`src/rtl/concat_rep_pipe.sv`:
```
// concat_rep_pipe: registered concat/replicate/select/pack on W-bit operands over valid/ready; ports clk, rst_n, in_valid/in_ready/mode/in1/in2/sel in, out_valid/out_ready/out_data/out_mode, pack_abort pulse
module concat_rep_pipe #(
  parameter int W   = 4,
  parameter int REP = 4
) (
  input  logic               clk,
  input  logic               rst_n,
  input  logic               in_valid,
  output logic               in_ready,
  input  logic [1:0]         mode,
  input  logic [W-1:0]       in1,
  input  logic [W-1:0]       in2,
  input  logic               sel,
  output logic               out_valid,
  input  logic               out_ready,
  output logic [W*REP-1:0]   out_data,
  output logic [1:0]         out_mode,
  output logic               pack_abort
);
  localparam int OUT_W = W * REP;
  localparam int CW = $clog2(REP);
  logic [OUT_W-1:0] pack_acc, pack_next, res;
  logic [CW-1:0] pack_cnt;
  logic acc, pk, last, produce;
  assign in_ready  = !out_valid | out_ready;
  assign acc       = in_valid & in_ready;
  assign pk        = mode == 2'b11;
  assign last      = pack_cnt == CW'(REP - 1);
  assign produce   = acc & (!pk | last);
  assign pack_next = {pack_acc[OUT_W-W-1:0], in1};
  always_comb begin
    res = mode == 2'b00 ? OUT_W'({in1, in2}) :
          mode == 2'b01 ? {REP{in1}} :
          mode == 2'b10 ? OUT_W'(sel ? in1 : in2) : pack_next;
  end
  always_ff @(posedge clk) begin
    if (!rst_n) begin
      out_valid  <= 1'b0;
      out_data   <= '0;
      out_mode   <= 2'b00;
      pack_abort <= 1'b0;
      pack_acc   <= '0;
      pack_cnt   <= '0;
    end else begin
      pack_abort <= acc & !pk & (pack_cnt != '0);
      if (produce) begin
        out_valid <= 1'b1;
        out_data  <= res;
        out_mode  <= mode;
      end else if (out_ready) begin
        out_valid <= 1'b0;
      end
      if (acc) begin
        pack_cnt <= (pk & !last) ? pack_cnt + CW'(1) : '0;
        pack_acc <= (pk & !last) ? pack_next : '0;
      end
    end
  end
endmodule

```
`config.mk`:
```
export PLATFORM = sky130hd
export DESIGN_NAME = concat_rep_pipe
export DESIGN_NICKNAME = d
export VERILOG_FILES = /design/src/rtl/concat_rep_pipe.sv
export SDC_FILE = /design/constraint.sdc
export NUM_CORES = 1
export LEC_CHECK = 0
export CAP_MARGIN = 15
export CORE_MARGIN = 8
export CORE_UTILIZATION = 48
export CTS_CLUSTER_DIAMETER = 30
export CTS_CLUSTER_SIZE = 25
export DETAILED_ROUTE_END_ITERATION = 8
export PLACE_DENSITY = 0.83
export REMOVE_ABC_BUFFERS = 1
export SYNTH_ARGS = -nofsm -noshare
export SYNTH_HDL_FRONTEND = slang
export SYNTH_SLANG_ARGS = --single-unit
```
`constraint.sdc`:
```
create_clock -name clk -period 1.65 [get_ports clk]
set_input_delay 0.165 -clock clk [delete_from_list [all_inputs] [get_ports clk]]
set_output_delay 0.165 -clock clk [all_outputs]
set_load 0.02 [all_outputs]
```
### After elaboration in Yosys (flattened, before gate mapping)

Index checks and enable logic that the tools add are counted.

* reduce and logical (&&, ||, !) cells: 6
* bitwise operators: 7
* equal/unequal tests: 4
* multiplexer cells: 8
* add/sub/neg operators: 1

Operators with widths (count)
* 2-to-1 mux 16 bit: 3
* 2-to-1 mux 12 bit: 1
* equality test 2 bit, second input constant: 3
* AND 1 bit: 5
* 2-to-1 mux 4 bit: 1
* nonzero test 2 bit: 2
* zero test 1 bit: 3
* adder 2 x 1 -> 2 bit, second input constant: 1
* equality test 2 x 1 -> 1 bit, second input constant: 1
* zero test 2 bit: 1
* 2-to-1 mux 1 bit: 2
* 2-to-1 mux 2 bit: 1
* OR 1 bit: 2

* logic and storage cells: 32
* output and inout port bits: 21
* input port bits: 15
* bits in registers: 34

### Longest topological paths before layout

Gate-level depths: netlist of run 1.

* depth after elaboration: 5
* gate-level depth with buffers: 6
* gate-level depth less buffers: 5

### Worst setup path before layout of run 1

OpenSTA, ideal clock, no wires.

* path kind: reg2reg
* from: register out_valid
* to: register pack_acc[2]
* period minus slack after synthesis: 1387 ps
* slack: 263 ps
* data arrival time: 1269 ps
* cell stages (with the launch flop): 7
* path buffers: 2
* data required time: 1532 ps
* setup time: 118 ps
* cell sequence: dfxtp_1 nand2b_2 and4b_1 buf_4 buf_8 a22oi_1 nor2b_1

* longest elaborated chain between the ends: 3

RTL lines
* start, declared: line 14 `output logic out_valid,`
* start signal, assigned: line 38 `out_valid <= 1'b0;`
* start signal, assigned: line 47 `out_valid <= 1'b1;`
* start signal, assigned: line 51 `out_valid <= 1'b0;`
* zero test 1 bit: line 25 `assign in_ready = !out_valid | out_ready;`
* OR 1 bit: line 25
* via in_ready: line 9 `output logic in_ready,`
* AND 1 bit: line 26 `assign acc = in_valid & in_ready;`
* end signal, assigned: line 55 `pack_acc <= (pk & !last) ? pack_next : '0;`
* end, declared: line 22 `logic [OUT_W-1:0] pack_acc, pack_next, res;`

The timed path passes the listed nets, and every way through them passes these cells.
A chain may end at the register's enable or synchronous reset.

### Worst setup path in the final report of run 1

* from: register pack_cnt[1]
* to: register out_data[5]

* longest elaborated chain between the ends: 3

RTL lines
* start, declared: line 23 `logic [CW-1:0] pack_cnt;`
* start signal, assigned: line 54 `pack_cnt <= (pk & !last) ? pack_cnt + CW'(1) : '0;`
* equality test 2 bit: line 28 `assign last = pack_cnt == CW'(REP - 1);`
* OR 1 bit: line 29 `assign produce = acc & (!pk | last);`
* AND 1 bit: line 29
* end signal, assigned: line 48 `out_data <= res;`
* end, declared: line 16 `output logic [W*REP-1:0] out_data,`

Every way passes these cells.

==> out/summary.txt, run 1 <==
Seq cells post-synth: 34
post-route clock period utilization: 91.75%
Min-Delay Path Class: in -> reg
DR pass1 iterations: 4
share of layout cells above drive strength 1: 15.59%
Post-synth EDFFs: 0
# rows: 20
maxcap violations: 0
cell count after synthesis: 146
final worst slack: 0.1361 ns
cts bufs inserted: 5
Sequential Area: 680.7 um2
CTS Buffer Depth: 2
first-pass GRT wire length: 5961 um
Critical Path Fanout Max: 8
RSZ-0062 raised after global routing: no
number of remaining DRC errors: 0
CTS tree: done
most frequent cells in the layout: clkdlybuf4s50_1 (34), dfxtp_1 (34), nor2b_1 (14)
Setup Fix Bufs, Post-CTS: 0
die span in y: 71.01 um
Post-Place Cells: 211
Routed wire per std cell: 15.94 um
ys async rst share: 0%
CTS Sinks: 34
H-tree depth: 2
Slew Limit Fails: 0
clk slew on worst S/H paths: 0.11 ns
pwr dens: 908.6 mW/mm2
HPWL after detailed placement: 2480 um
gr ovfl total: 0
Port Buffers: 35
antenna violations before repair: 0
overall routed net length: 3490 um
Initial Util: 49.19%
post-layout min period: 1.514 ns
post-synth cell types: 29
Starting DRT DRC Count: 83
Vias/cell: 5.598
Fin Clk Skew: 0.009886 ns
Die W: 71.01 um
Top Ports: 36
# setup viols final: 0
Die ar.: 0.005042 mm2
crit path launch type: flop
Final Non-Filler Cells: 219
root buf cell: clkbuf_4
Global Route Usage Sum: 14.56%
Slew HR: 67.14%
CP peak stage delay: 0.37 ns
Synth area leaders: dfxtp_1 (47%), a22oi_1 (6.7%), mux2_2 (6.2%)
WP data arrival: 1.74 ns
Fmax: 660.6 MHz
worst-path cell chain: ha_1 > nand3b_1 > nand3_1 > a221oi_1 > nor3b_1
dpl ws: -0.02544 ns
sequential area share after synthesis: 46.86%
slowest CP cell: dfxtp_1
LEAKAGE: 0.7148 nW
worst skew pair latency: 0.33 ns
Ant. Diodes: 0
Slew @ Worst Pin: 0.4926 ns
Core Region: 0.002953 mm2
cell taking the most area after synthesis: dfxtp_1
critical path type: reg -> reg
Worst IR Drop VDD: 551.4 uV
Post-Syn Area per Cell: 9.950 um2
RD Place Congestion: 0.7969
status: completed
CP endpoint kind: flop
dominant synthesized flop cell: dfxtp_1
layout overhead on the synthesized area: 33.16%
multi-input logic area: 698.2 um2
DRT antenna net count: 0
vias: 1,226
Fill cells: 254
top cell type's share of synthesized area: 46.86%
largest net degree at the start of global routing: 35
synthesized area: 0.001453 mm2
Hold Vio Cnt, Final: 0
final net count: 202
vias in the first global route: 1,257
Synth Warn #: 0
Critical Path RT: 1.88 ns
-- cells in the mapped netlist, types with 2 or more instances --
library cell and number:
dfxtp_1 34, nor2b_1 14, a22oi_1 13, nand2_1 9, nand3_1 9, a21boi_1 8
mux2_2 8, buf_2 5, mux2i_1 5, a21oi_1 4, a221oi_1 4, clkbuf_1 4
nor2_1 4, nor3b_1 4, inv_1 3, ha_1 2, o21ai_0 2, o21ai_1 2
o221a_2 2
-- flip-flops by register name (all words and copies together), names as in the netlist --
register    flops
pack_abort      1
out_data       16
pack_cnt        2
out_valid       1
out_mode        2
pack_acc       12
-- path summary, 6_finish.rpt --
kind,from,end,slack [ns],depth (start not counted)
max,pack_cnt[1]$_SDFFE_PN0N_,out_data[5]$_SDFFE_PN0P_,0.14,5
min,in2[1],out_data[1]$_SDFFE_PN0P_,0.46,3
max reg2reg,pack_cnt[1]$_SDFFE_PN0N_,out_data[5]$_SDFFE_PN0P_,0.14,5
min reg2reg,out_data[15]$_SDFFE_PN0P_,out_data[15]$_SDFFE_PN0P_,0.46,2
-- power by group --
part,internal (W),switching [W],total (W)
Combinational,0.000147,0.000143,0.000290
Sequential,0.000851,0.0000159,0.000867
Clock,0.000314,0.000287,0.000601
-- final cells by class --
| type | count | area share, % |
|---|---|---|
| multi-input combinational | 98 | 36.09 |
| sequential | 34 | 35.19 |
| timing repair buffer | 43 | 21.99 |
| tap | 33 | 2.135 |
| clock inverter | 3 | 2.070 |
| clock buffer | 5 | 1.940 |
| inverter | 3 | 0.5821 |
-- routing by layer --
layer  vias up  share of wire [%]  track usage (%)
met5         -                  0                0
met4         0                1.6            6.005
met3         7                7.0            5.650
met2        32                 48            22.86
met1       583                 43            17.24
li1        604                  -                -
-- stage by stage --
| step | cell area (um2) | hold slack [ns] | TNS [ns] | utilization [%] | power, W |
|---|---|---|---|---|---|
| after floorplan | 1390 | 0.2932 | 0 | - | 0.001017 |
| after global placement | 1854 | 0.4401 | 0 | 62.80 | 0.001170 |
| after detailed placement | 1854 | 0.4446 | -0.04318 | 62.80 | 0.001177 |
| after CTS | 1932 | 0.4526 | 0 | 65.42 | 0.001775 |
| after global routing | 1934 | 0.4463 | 0 | 65.51 | 0.001845 |
| final | 1934 | 0.4587 | 0 | 65.51 | 0.001758 |
-- worst max-delay path, delay by kind of cell, from the launching register on --
kind	cells	cell delay (ns)
AO/OA/AOI/OAI	1	0.34
adder cells (fa/ha/maj)	1	0.19
flip-flops	1	0.37
AND/OR/NAND/NOR	3	0.52
-- timing repair --
action,in CTS,in global routing
endpoints found under the setup margin,0,1
resized for setup,0,1
hold buffers,0,0
-- cell families (layout without fill, tap and decap cells) --
family,count (synthesis),count (layout),share of synthesized area (%)
and+or+nand+nor,46,46,18.00
AOI/OAI and AO/OA,37,37,18.69
DFF,34,34,46.86
buffers and inverters,14,54,5.081
muxes,13,13,9.647
adders and majority gates,2,2,1.722
(Power assumes the default switching activity.)
==> run 2, diff against run 1 <==
--- a/config.mk
+++ b/config.mk
@@ -6,6 +6,7 @@
 export NUM_CORES = 1
 export LEC_CHECK = 0
 export CAP_MARGIN = 15
+export CORE_ASPECT_RATIO = 1.25
 export CORE_MARGIN = 8
 export CORE_UTILIZATION = 48
 export CTS_CLUSTER_DIAMETER = 30
==> run 2 against run 1 <==
Final area decreased by 0.26%; first-iteration DRC count decreased by 9.6%; power decreased by 6.4%.
==> out/summary.txt, run 2 (same netlist as run 1, synthesis figures left out) <==
pwr dens: 853.0 mW/mm2 (-6.1%)
Routed wire per std cell: 16.04 um (+0.65%)
sw frac: 26.83% (+1.5 points)
Final Non-Filler Cells: 223 (+1.8%)
WP data arrival: 1.40 ns (-0.34 ns)
Global Route Usage Sum: 14.64% (+0.081 points)
Worst IR Drop VDD: 717.8 uV (+30%)
hold_buf cts: 0 (unchanged)
Port Buffers: 35 (unchanged)
reg2reg path depth: 5 (unchanged)
Min-Delay Path Class: reg -> reg
layout overhead on the synthesized area: 32.82%
RD Place Congestion: 0.8832 (+11%)
number of remaining DRC errors: 0 (unchanged)
Critical Path Fanout Max: 6 (-2)
DRT antenna net count: 0 (unchanged)
Worst setup startpoint: out_valid$_SDFFE_PN0P_
# rows: 22 (+10%)
vias in the first global route: 1,275 (+1.4%)
CTS Buffer Depth: 2 (unchanged)
Core Region: 0.002918 mm2 (-1.2%)
share of layout cells above drive strength 1: 16.04% (+0.45 points)
CTS Sinks: 34 (unchanged)
Most flops, register: out_data
root buf cell: clkbuf_4
Die ar.: 0.005054 mm2 (+0.22%)
Met3 Wirelength: 167 um (-32%)
Vias/cell: 5.628 (+0.53%)
cts bufs inserted: 5 (unchanged)
critical path type: reg -> out
worst setup path endpoint: in_ready
CP endpoint kind: output pin
Setup Fix Bufs, Post-CTS: 0 (unchanged)
die span in y: 77.51 um (+9.1%)
Hold Vio Cnt, Final: 0 (unchanged)
Largest register FFs: 16 (unchanged)
HPWL after detailed placement: 2676 um (+7.9%)
crit path launch type: flop
Post-Place Cells: 215 (+1.9%)
R2R Setup Slk: 0.18 ns (+0.04 ns)
worst skew pair latency: 0.33 ns (about the same)
Initial Util: 49.79% (+0.59 points)
Starting DRT DRC Count: 75 (-9.6%)
largest net degree at the start of global routing: 35 (unchanged)
post-layout min period: 1.562 ns (+0.04823 ns)
post-cts sizing count: 0 (unchanged)
Die W: 65.21 um (-8.2%)
antenna violations before repair: 0 (unchanged)
RR Endpoint: out_data[4]$_SDFFE_PN0P_
Power, Total: 0.001646 W (-6.4%)
clk slew on worst S/H paths: 0.10 ns (about the same)
Critical Path RT: 1.48 ns (-0.40 ns)
Fin Clk Skew: 0.008516 ns (-0.001370 ns)
first-pass GRT wire length: 6023 um (+1.0%)
worst-path cell chain: nand2b_2 > clkdlybuf4s50_1
CP peak stage delay: 0.63 ns (+0.26 ns)
Slew Limit Fails: 0 (unchanged)
RSZ-0062 raised after global routing: no
maxcap violations: 0 (unchanged)
LEAKAGE: 0.7076 nW (-1.0%)
Seq pwr share: 52.7% (+3.4 points)
# setup viols final: 0 (unchanged)
slowest CP cell: clkdlybuf4s50_1
biggest regs: out_data: 16 flops, pack_acc: 12 flops
Slew HR: 77.22% (+10 points)
Highest Signal Layer: met4
gr ovfl total: 0 (unchanged)
Top Ports: 36 (unchanged)
most common cell after layout, fill and taps aside: clkdlybuf4s50_1
Met2 Wirelength: 1964 um (+17%)
overall routed net length: 3577 um (+2.5%)
vias: 1,255 (+2.4%)
status: completed
met1 WL: 1390 um (-7.6%)
Slew @ Worst Pin: 0.3416 ns (-0.1509 ns)
H-tree depth: 2 (unchanged)
DR pass1 iterations: 4 (unchanged)
TNS Setup: 0 ns (unchanged)
post-route clock period utilization: 94.67% (+2.9 points)
Clk network pwr share: 29.3% (-4.9 points)
CTS tree: done
Critical R2R Launch: pack_cnt[1]$_SDFFE_PN0N_
Ant. Diodes: 0 (unchanged)
most frequent cells in the layout: clkdlybuf4s50_1 (35), dfxtp_1 (34), nor2b_1 (14)
Fmax: 640.2 MHz (-3.1%)
Internal Power: 0.001204 W (-8.2%)
Comb power frac: 17.9% (+1.4 points)
sw power: 0.0004416 W (-0.93%)
final net count: 203 (+0.50%)
run 2: how the worst min path moves through the flow:
stage	from	endpoint	slack [ns]	cells past startpoint
final	out_data[14]$_SDFFE_PN0P_	out_data[14]$_SDFFE_PN0P_	0.46	2
after global routing	out_data[9]$_SDFFE_PN0P_	out_data[9]$_SDFFE_PN0P_	0.49	2
after CTS	out_data[10]$_SDFFE_PN0P_	out_data[10]$_SDFFE_PN0P_	0.46	2
after detailed placement	out_data[14]$_SDFFE_PN0P_	out_data[14]$_SDFFE_PN0P_	0.45	2
after global placement	out_data[10]$_SDFFE_PN0P_	out_data[10]$_SDFFE_PN0P_	0.44	2
after floorplan	rst_n	pack_cnt[0]$_SDFFE_PN0N_	0.29	1
run 2: power groups by stage:
stage                     Sequential, W  Clock [W]  Combinational, W
final                          0.000868   0.000483          0.000295
after floorplan                0.000916          0          0.000100
after global routing           0.000872   0.000544          0.000314
after CTS                      0.000868   0.000495          0.000296
after detailed placement       0.000887          0          0.000295
after global placement         0.000884          0          0.000289
run 2: critical path: cells and delay by family (launching register included):
kind | cells | cell delay, ns
buf+inv | 1 | 0.63
flops | 1 | 0.33
simple gates | 1 | 0.11
run 2: metrics by stage:
| stage | area, um2 | setup slack, ns | utilization [%] | hold WS [ns] |
|---|---|---|---|---|
| final | 1929 | 0.08791 | 66.12 | 0.4604 |
| after global routing | 1929 | 0.02767 | 66.12 | 0.4855 |
| after CTS | 1929 | 0.06993 | 66.12 | 0.4645 |
| after detailed placement | 1866 | 0.03363 | 63.94 | 0.4459 |
| after global placement | 1866 | 0.1014 | 63.94 | 0.4401 |
| after floorplan | 1390 | 0.2475 | - | 0.2932 |
run 2: metal layers:
layer	GRT usage, %	vias up
li1	-	603
met1	15.00	621
met2	27.15	24
met3	3.592	7
met4	5.908	0
met5	0	-
run 2: final cells by class:
cell class	count	area [um2]
Inverter	3	11.26
Fill cell	253	988.4
Multi-Input combinational cell	98	698.2
Tap cell	36	45.04
Clock buffer	6	51.30
Clock inverter	2	12.51
Timing Repair Buffer	44	430.4
Sequential cell	34	680.7
